### src/rtl/dot_product_accumulator.sv
// Accumulates K consecutive signed products into one dot-product element and
// hands it to the result writer over valid/ready, holding it until taken.
module dot_product_accumulator #(
    parameter  int DATA_WIDTH = 4,
    parameter  int PROD_WIDTH = DATA_WIDTH + 4,
    parameter  int K          = 3,
    parameter  int ACC_WIDTH  = 12,
    localparam int CNT_W      = $clog2(K + 1)
) (
    input  logic                  clk,
    input  logic                  rst,
    input  logic                  clr,
    input  logic                  in_valid,
    output logic                  in_ready,
    input  logic [PROD_WIDTH-1:0] in_prod,
    output logic                  out_valid,
    input  logic                  out_ready,
    output logic [ACC_WIDTH-1:0]  out_sum,
    output logic [CNT_W-1:0]      cnt,
    output logic                  ovf
);

    typedef enum logic {ACCUM = 1'b0, DONE = 1'b1} state_t;

    localparam logic [CNT_W-1:0] CNT_LAST = CNT_W'(K - 1);

    state_t               state;
    logic [ACC_WIDTH-1:0] acc;
    logic [ACC_WIDTH-1:0] prod_ext;
    logic [ACC_WIDTH-1:0] sum;
    logic                 accept;
    logic                 add_ovf;
    logic                 last;

    assign in_ready = (state == ACCUM) && !clr && !rst;
    assign accept   = in_valid && in_ready;
    assign prod_ext = ACC_WIDTH'($signed(in_prod));
    assign sum      = acc + prod_ext;
    assign last     = (cnt == CNT_LAST);

    // Signed overflow: like-signed addends producing a sum of the other sign.
    assign add_ovf = (acc[ACC_WIDTH-1] == prod_ext[ACC_WIDTH-1]) &&
                     (sum[ACC_WIDTH-1] != acc[ACC_WIDTH-1]);

    always_ff @(posedge clk or posedge rst) begin
        if (rst) begin
            state     <= ACCUM;
            acc       <= '0;
            cnt       <= '0;
            out_sum   <= '0;
            out_valid <= 1'b0;
            ovf       <= 1'b0;
        end else begin
            case (state)
                ACCUM: begin
                    if (clr) begin
                        acc <= '0;
                        cnt <= '0;
                        ovf <= 1'b0;
                    end else if (accept) begin
                        if (add_ovf)
                            ovf <= 1'b1;
                        if (last) begin
                            out_sum   <= sum;
                            out_valid <= 1'b1;
                            acc       <= '0;
                            cnt       <= '0;
                            state     <= DONE;
                        end else begin
                            acc <= sum;
                            cnt <= cnt + CNT_W'(1);
                        end
                    end
                end
                DONE: begin
                    // Result held stable; clr is deliberately ignored here.
                    if (out_ready) begin
                        out_valid <= 1'b0;
                        state     <= ACCUM;
                    end
                end
                default: state <= ACCUM;
            endcase
        end
    end

endmodule

### config.mk
export PLATFORM = sky130hd
export DESIGN_NAME = dot_product_accumulator
export DESIGN_NICKNAME = d
export VERILOG_FILES = /design/src/rtl/dot_product_accumulator.sv
export SDC_FILE = /design/constraint.sdc
export NUM_CORES = 1
export LEC_CHECK = 0
export CORE_UTILIZATION = 44
export CTS_BUF_LIST = sky130_fd_sc_hd__clkbuf_8
export DETAILED_ROUTE_END_ITERATION = 16
export PLACE_DENSITY = 0.79
export SKIP_CTS_REPAIR_TIMING = 1
export SLEW_MARGIN = 20
export SYNTH_ARGS = -nofsm -noshare
export SYNTH_HDL_FRONTEND = slang
export SYNTH_SLANG_ARGS = --single-unit
### constraint.sdc
create_clock -name clk -period 3.6 [get_ports clk]
set_clock_uncertainty 0.15 [all_clocks]
set_input_delay 1.08 -clock clk [delete_from_list [all_inputs] [get_ports clk]]
set_output_delay 1.08 -clock clk [all_outputs]
set_load 0.005 [all_outputs]
[Word-level counts from Yosys, hierarchy flattened]
Cells that the tools add are included.
Word-level totals
  flip-flop bits (word level): 29
  bits in latches: 0
  bits in writable memories: 0
  memory bits (read-only): 0
  input bits: 13
  logic and storage cells: 48
  memories: 0
Operators by class
  add/subtract/negate cells: 2
  multiply operators: 0
  divide/modulo/power cells: 0
  magnitude comparators: 0
  equal/unequal tests: 7
  shifts and indexed selects: 0
  muxes and demuxes: 19
  bitwise operators: 2
  reduce and logical (&&, ||, !) cells: 12
Operators by type and width (count)
  $mux W12: 3
  $add A12 B12 Y12: 1
  $mux W1: 11
  $ne A2 B2 Y1 const B: 4
  $reduce_and A4 Y1: 2
  $mux W2: 3
  $logic_and A1 B1 Y1: 4
  $pmux W1 S2: 2
  $reduce_bool A2 Y1: 2
  $reduce_and A3 Y1: 1
  $add A2 B1 Y2 const B: 1
  $eq A2 B2 Y1 const B: 1
  $logic_not A1 Y1: 2
  $not A1 Y1: 2
  $reduce_and A2 Y1: 1
  $eq A1 B1 Y1: 1
  $ne A1 B1 Y1: 1

[Longest topological paths before layout]
Gate-level depths: netlist of the first run.
  word-level depth: 7
  depth in mapped cells: 9
  gate-level depth less buffers: 9

[Worst setup path after synthesis of the first run]
Ideal clock, no wire load.
  kind: input port to flip-flop
  start: input in_prod[1]
  end: register acc[11]
  arrival: 2.686 ns
  required time: 3.326 ns
  setup slack: 0.640 ns
  stages: 7
  buffers on the path: 0
  path through: ha_1 -> a211oi_2 -> nor3_1 -> o311a_1 -> or3_1 -> a31o_1 -> o31a_1
Between the ends
  cells in the longest elaborated chain, start to end: 4
Ends and longest elaborated chain
  start: declaration: RTL line 15  | input logic [PROD_WIDTH-1:0] in_prod,
  $add A12 B12 Y12: RTL line 38  | assign sum = acc + prod_ext;
  $mux W12: RTL line 63  | if (last) begin
  $mux W12: RTL line 60  | end else if (accept) begin
  $mux W12: RTL line 56  | if (clr) begin
  end signal: assignment: RTL line 70  | acc <= sum;
  end: declaration: RTL line 28  | logic [ACC_WIDTH-1:0] acc;
Every way passes these cells. The select of a mux whose other input is x is not followed.
A chain may end at the register's enable or synchronous reset.

[Final worst setup path of the first run]
  start: input clr
  end: output in_ready
Between the ends
  cells in the longest elaborated chain, start to end: 3
Ends and longest elaborated chain
  start: declaration: RTL line 12  | input logic clr,
  $logic_not A1 Y1: RTL line 35  | assign in_ready = (state == ACCUM) && !clr && !rst;
  $logic_and A1 B1 Y1 (2 in series): RTL line 35
  end: declaration: RTL line 14  | output logic in_ready,
Every way passes these cells.

==> results of run 1 <==
==> power breakdown <==
group | switching, mW | internal, mW
clock network | 0.134 | 0.133
logic | 0.158 | 0.213
registers | 0.0401 | 0.392
==> cells in the mapped netlist, types with 2 or more instances <==
cell	instances	area, um2
a21oi_1	10	50.1
dfrtp_1	29	726
nor4_1	2	12.5
xor2_1	3	26.3
a211oi_1	2	15.0
ha_1	11	138
nor2b_1	4	25.0
clkbuf_1	5	18.8
nor2_1	14	52.6
nor3_1	2	10.0
nand3_1	4	20.0
a21o_1	5	37.5
o21ai_0	11	55.1
xnor2_1	2	17.5
nand2_1	38	143
or3_1	2	12.5
or4_1	2	15.0
nand2b_1	4	25.0
o31ai_1	2	15.0
o31a_1	2	17.5
and2_1	2	12.5
o211ai_1	2	15.0
o21ai_1	2	10.0
inv_1	7	26.3
a22o_1	6	52.6
mux2i_1	2	20.0
nand3b_1	2	15.0
==> critical path, delay by kind of cell <==
kind	cells	cell delay [ns]
and+or+nand+nor	1	0.22
buffers and inverters	2	0.97
==> sequential cells by signal, indices dropped and copies added, names as in the netlist <==
register / count
acc: 12
out_sum: 12
cnt: 2
out_valid: 1
ovf: 1
state: 1
==> cells in the final DEF, fill, tap and decap left out, types with 3 or more instances in the layout <==
cell | netlist | routed
a21o_1 | 5 | 5
a21oi_1 | 10 | 9
a22o_1 | 6 | 6
buf_4 | 0 | 11
clkbuf_8 | 0 | 5
clkdlybuf4s50_1 | 0 | 29
dfrtp_1 | 29 | 29
ha_1 | 11 | 11
inv_1 | 7 | 7
nand2_1 | 38 | 38
nand2b_1 | 4 | 4
nand3_1 | 4 | 4
nor2_1 | 14 | 14
nor2b_1 | 4 | 4
o21ai_0 | 11 | 11
xor2_1 | 3 | 3
==> final timing paths <==
kind	slack, ns	endpoint	depth (start not counted)	from
min	0.33	out_sum[4]	2	out_sum[4]
max	0.10	in_ready	3	clr
max in group asynchronous	1.93	acc[4]	3	rst
max reg2reg	1.14	acc[11]	7	acc[1]
min in group asynchronous	1.09	cnt[1]	3	rst
min reg2reg	0.33	out_sum[4]	2	out_sum[4]
==> cell type report <==
type	count	area (um2)
fillers	356	1470
multi-input cells	152	997
flip-flops and latches	29	726
repair buffers	40	373
clock buffers	5	68.8
well taps	48	60.1
inverters	8	30.0
clock inverters	3	17.5
==> metal layers <==
metal	vias up	global-route usage (%)	part of all wire [%]
li1	777	-	-
met1	709	28.4	47
met2	35	32.5	46
met3	7	5.56	5.1
met4	0	8.70	1.5
met5	-	0	0
==> per-stage QoR <==
step	utilization (%)	total power, mW	hold WS (ns)
after CTS	60.6	1.08	0.336
after detailed placement	58.3	0.805	0.312
after global routing	60.7	1.14	0.356
after floorplan	-	0.640	0.303
after global placement	58.2	0.798	0.311
final	60.7	1.07	0.333
==> cell families (layout without fill, tap and decap cells) <==
family                   after synthesis  after routing
AND/OR/NAND/NOR                       79             79
AO/OA/AOI/OAI                         52             52
flip-flops                            29             29
buffers and inverters                 14             56
adder cells (fa/ha/maj)               12             12
XOR/XNOR                               6              6
multiplexers                           3              3
==> run metrics, run 1 <==
status=finished clean; die outline area=4280 um2; Worst setup EP type=output pin; Nets=261; placed instance area=2180 um2; Vias=1,528; post-synthesis mux area share=1.77%; Final Cell Area=2270 um2; Seq cells post-synth=29; WL/cell=13.8 um; Most common cell on crit path=clkdlybuf4s50_1; Setup violations, final=0; # clock sinks=29; routability cong.=0.860; Final Hold Vio Count=0; slowest cell delay on critical path=0.53 ns; critical path's slowest cell=clkdlybuf4s50_1; startpoint types=primary input; largest family of logic cells by synthesized area=simple AND/OR/NAND/NOR gates; DRC errors left=0; WL final=3920 um; critical-path cell list=clkdlybuf4s50_1, nor3_2, clkdlybuf4s50_1; Synth Area in Compound Gates=20.7%; diodes inserted=0; clock buffer depth=2; adder-cell share of the synthesized area=8.92%; Synth Instances=195; Crit Path Class=primary input to output pin; P per Cell Area=471 nW/um2; leakage=1.09 nW; Max Cap Viol=0; Buffers on Ports=29; sequential-to-total area share from yosys stat=41.0%; Die Ht=65.4 um; Top FF cell, synth=dfrtp_1; total CTS buffers=5; post-route ant nets=0; first-pass GRT wire length=6740 um; Post-Synth XOR/XNOR Area=3.75%; drt initial violations=79; Final Max Slew Viols=0; DR pass1 iterations=4; Slew @ Worst Pin=0.728 ns; Peak VDD IR=0.000289 V; HPWL Detailed=2820 um; via/cell ratio=5.36; H-tree lvl count=2; HP Class=register to register; setup ws final=0.100 ns; Syn Area/Cell=9.07 um2; CTS Root Cell=clkbuf_8; clk slew on worst S/H paths=0.07 ns; Final Cycle Share=97.2%; grt ovf=0; Cell Area, Synth=1770 um2; Critical Path AT=2.27 ns; placed insts=277; ys async rst share=100%; maximum fanout along the worst path=2; relative max-transition margin=51.5%; Syn Nets=220; largest net degree at the start of global routing=30; I/O pin total=30; core region area=3740 um2; Critical Path RT=2.37 ns; final cell count without fillers=285; FP Rows=22; Initial Util=47.2%; Yosys warnings=0; All-Layer GR Usage=21.3%; initial antenna violation count=0; TritonCTS clock tree=built; Final TNS setup=0 ns; Cell variety after synth=45; Layout area overhead=28.5%; EDFF count, synth=0; pre-CTS WS=0.0471 ns; simple-gate share of the synthesized area=20.8%; die width=65.4 um; fin crit period=3.50 ns; vias in the first global route=1,443; Max Fclk=286 MHz; RSZ-0062 raised after global routing=false; Clk Latency, worst-skew pair=0.29 ns; layout cells sized above 1=11.0%
Power figures use the tool's default switching activity.
==> inputs of run 2 (changes only) <==
--- a/config.mk
+++ b/config.mk
@@ -5,6 +5,7 @@
 export SDC_FILE = /design/constraint.sdc
 export NUM_CORES = 1
 export LEC_CHECK = 0
+export ABC_CLOCK_PERIOD_IN_PS = 3600
 export CORE_UTILIZATION = 44
 export CTS_BUF_LIST = sky130_fd_sc_hd__clkbuf_8
 export DETAILED_ROUTE_END_ITERATION = 16
==> results of run 2 <==
Final layout, timing and power as in run 1 (identical DEF).
==> inputs of run 3 (changes only) <==
--- a/config.mk
+++ b/config.mk
@@ -6,6 +6,7 @@
 export NUM_CORES = 1
 export LEC_CHECK = 0
 export ABC_CLOCK_PERIOD_IN_PS = 3600
+export CORE_MARGIN = 4
 export CORE_UTILIZATION = 44
 export CTS_BUF_LIST = sky130_fd_sc_hd__clkbuf_8
 export DETAILED_ROUTE_END_ITERATION = 16
==> run 3 against run 2 <==
Compared with the run above: final area rose by 0.33%; power barely moved; die area rose by 19%; utilization fell by 0.24 points; largest cell class unchanged.
==> run metrics, run 3 (synthesis gave the netlist of run 1 again) <==
largest net degree at the start of global routing=30 (unchanged); relative max-transition margin=53.2% (+1.8 points); Max Fclk=287 MHz (+0.34%); Initial Util=46.9% (-0.34 points); CP Depth=3 (unchanged); Critical Path RT=2.37 ns (about the same); Most common cell on crit path=clkdlybuf4s50_1; Setup violations, final=0 (unchanged); FF-to-FF setup slack=1.20 ns (+0.06 ns); fin crit period=3.49 ns (-0.0119 ns); critical path's slowest cell=clkdlybuf4s50_1; layout cells sized above 1=11.3% (+0.37 points); DR pass1 iterations=4 (unchanged); via/cell ratio=5.47 (+1.9%); critical-path cell list=clkdlybuf4s50_1, nor3_2, clkdlybuf4s50_1; Max Cap Viol=0 (unchanged); grt ovf=0 (unchanged); HPWL Detailed=3030 um (+7.3%); Clk Latency, worst-skew pair=0.29 ns (about the same); most common cell after layout, fill and taps aside=nand2_1; vias in the first global route=1,551 (+7.5%); Crit path buffers/inverters=2 (unchanged); Final Cycle Share=96.9% (-0.33 points); Slew @ Worst Pin=0.702 ns (-0.0263 ns); setup ws final=0.112 ns (+0.0119 ns); Hold WS=0.328 ns (-0.00491 ns); die outline area=5100 um2 (+19%); Worst setup EP type=output pin; WHS Path Cells=2 (unchanged); startpoint types=primary input; Final TNS setup=0 ns (unchanged); Final Max Slew Viols=0 (unchanged); routability cong.=0.851 (-0.99%); Nets=262 (+0.38%); WL final=4040 um (+2.9%); # clock sinks=29 (unchanged); status=finished clean; initial antenna violation count=0 (unchanged); Vias=1,563 (+2.3%); All-Layer GR Usage=17.6% (-3.6 points); Power Total=1.07 mW (about the same); critical path's top delay family=buffers and inverters; Peak VDD IR=0.000237 V (-18%); Layout area overhead=28.9%; diodes inserted=0 (unchanged); I/O pin total=30 (unchanged); Critical Path AT=2.26 ns (about the same); P per Cell Area=470 nW/um2 (-0.36%); drt initial violations=106 (+34%); maximum fanout along the worst path=2 (unchanged); Crit Path Class=primary input to output pin; Top Registers=acc: 12 flops, out_sum: 12 flops, cnt: 2 flops; leakage=1.09 nW (+0.39%); most frequent cells in the layout=nand2_1 (38), dfrtp_1 (29), clkdlybuf4s50_1 (29), nor2_1 (14), buf_4 (12); die width=71.4 um (+9.2%); DRC errors left=0 (unchanged); R2R depth=7 (unchanged); Final Hold Vio Count=0 (unchanged); CTS Root Cell=clkbuf_8; clock buffer depth=2 (unchanged); FP Rows=22 (unchanged); pre-CTS WS=0.0120 ns (-0.0351 ns); RSZ-0062 raised after global routing=false; slowest cell delay on critical path=0.53 ns (about the same); post-route ant nets=0 (unchanged); HP Class=register to register; Die Ht=71.4 um (+9.2%); WL/cell=14.1 um (+2.6%); clk slew on worst S/H paths=0.06 ns (about the same); core region area=3770 um2 (+0.74%); total CTS buffers=5 (unchanged); first-pass GRT wire length=7080 um (+5.0%); TritonCTS clock tree=built; H-tree lvl count=2 (unchanged); Buffers on Ports=29 (unchanged)
[run 3: changes by cell type in the layout (fill, tap and decap cells not counted)]
cell / delta
buf_4: +1
[run 3: through the flow]
stage                     utilization (%)  instance area (um2)  std cells
after global placement               57.9                 2180        278
after global routing                 60.5                 2280        286
after CTS                            60.3                 2270        286
after detailed placement             58.0                 2190        278
final                                60.5                 2280        286
after floorplan                         -                 1770        195
[run 3: worst register-to-register path: cells and delay by family (launching register included)]
kind            cells  cell delay (ns)
compound gates      4             0.97
simple gates        2             0.47
flops               1             0.40
fa+ha+maj           1             0.30
[run 3: final timing paths]
kind                         endpoint  startpoint
max                          in_ready         clr
min                        out_sum[1]  out_sum[1]
max reg2reg                   acc[11]      acc[1]
min reg2reg                out_sum[1]  out_sum[1]
max in group asynchronous  out_sum[8]         rst
min in group asynchronous         ovf         rst
[run 3: layout make-up]
cell class,count,area (um2)
Fill cell,321,1490
Clock buffer,5,68.8
Multi-Input combinational cell,152,997
Tap cell,48,60.1
Sequential cell,29,726
Inverter,8,30.0
Timing Repair Buffer,41,380
Clock inverter,3,17.5
[run 3: power breakdown]
group | internal [mW] | switching, mW | total, mW | leakage [nW]
logic | 0.214 | 0.159 | 0.373 | 0.661
registers | 0.392 | 0.0383 | 0.430 | 0.389
clock network | 0.133 | 0.135 | 0.268 | 0.0439
total | 0.739 | 0.332 | 1.07 | 1.09
[run 3: routing by layer]
layer | wire (um) | part of all wire [%] | GRT usage, %
met1 | 1910 | 47 | 24.1
met2 | 1880 | 46 | 27.2
met3 | 184 | 4.6 | 4.07
met4 | 63 | 1.6 | 6.47
met5 | 0 | 0 | 0
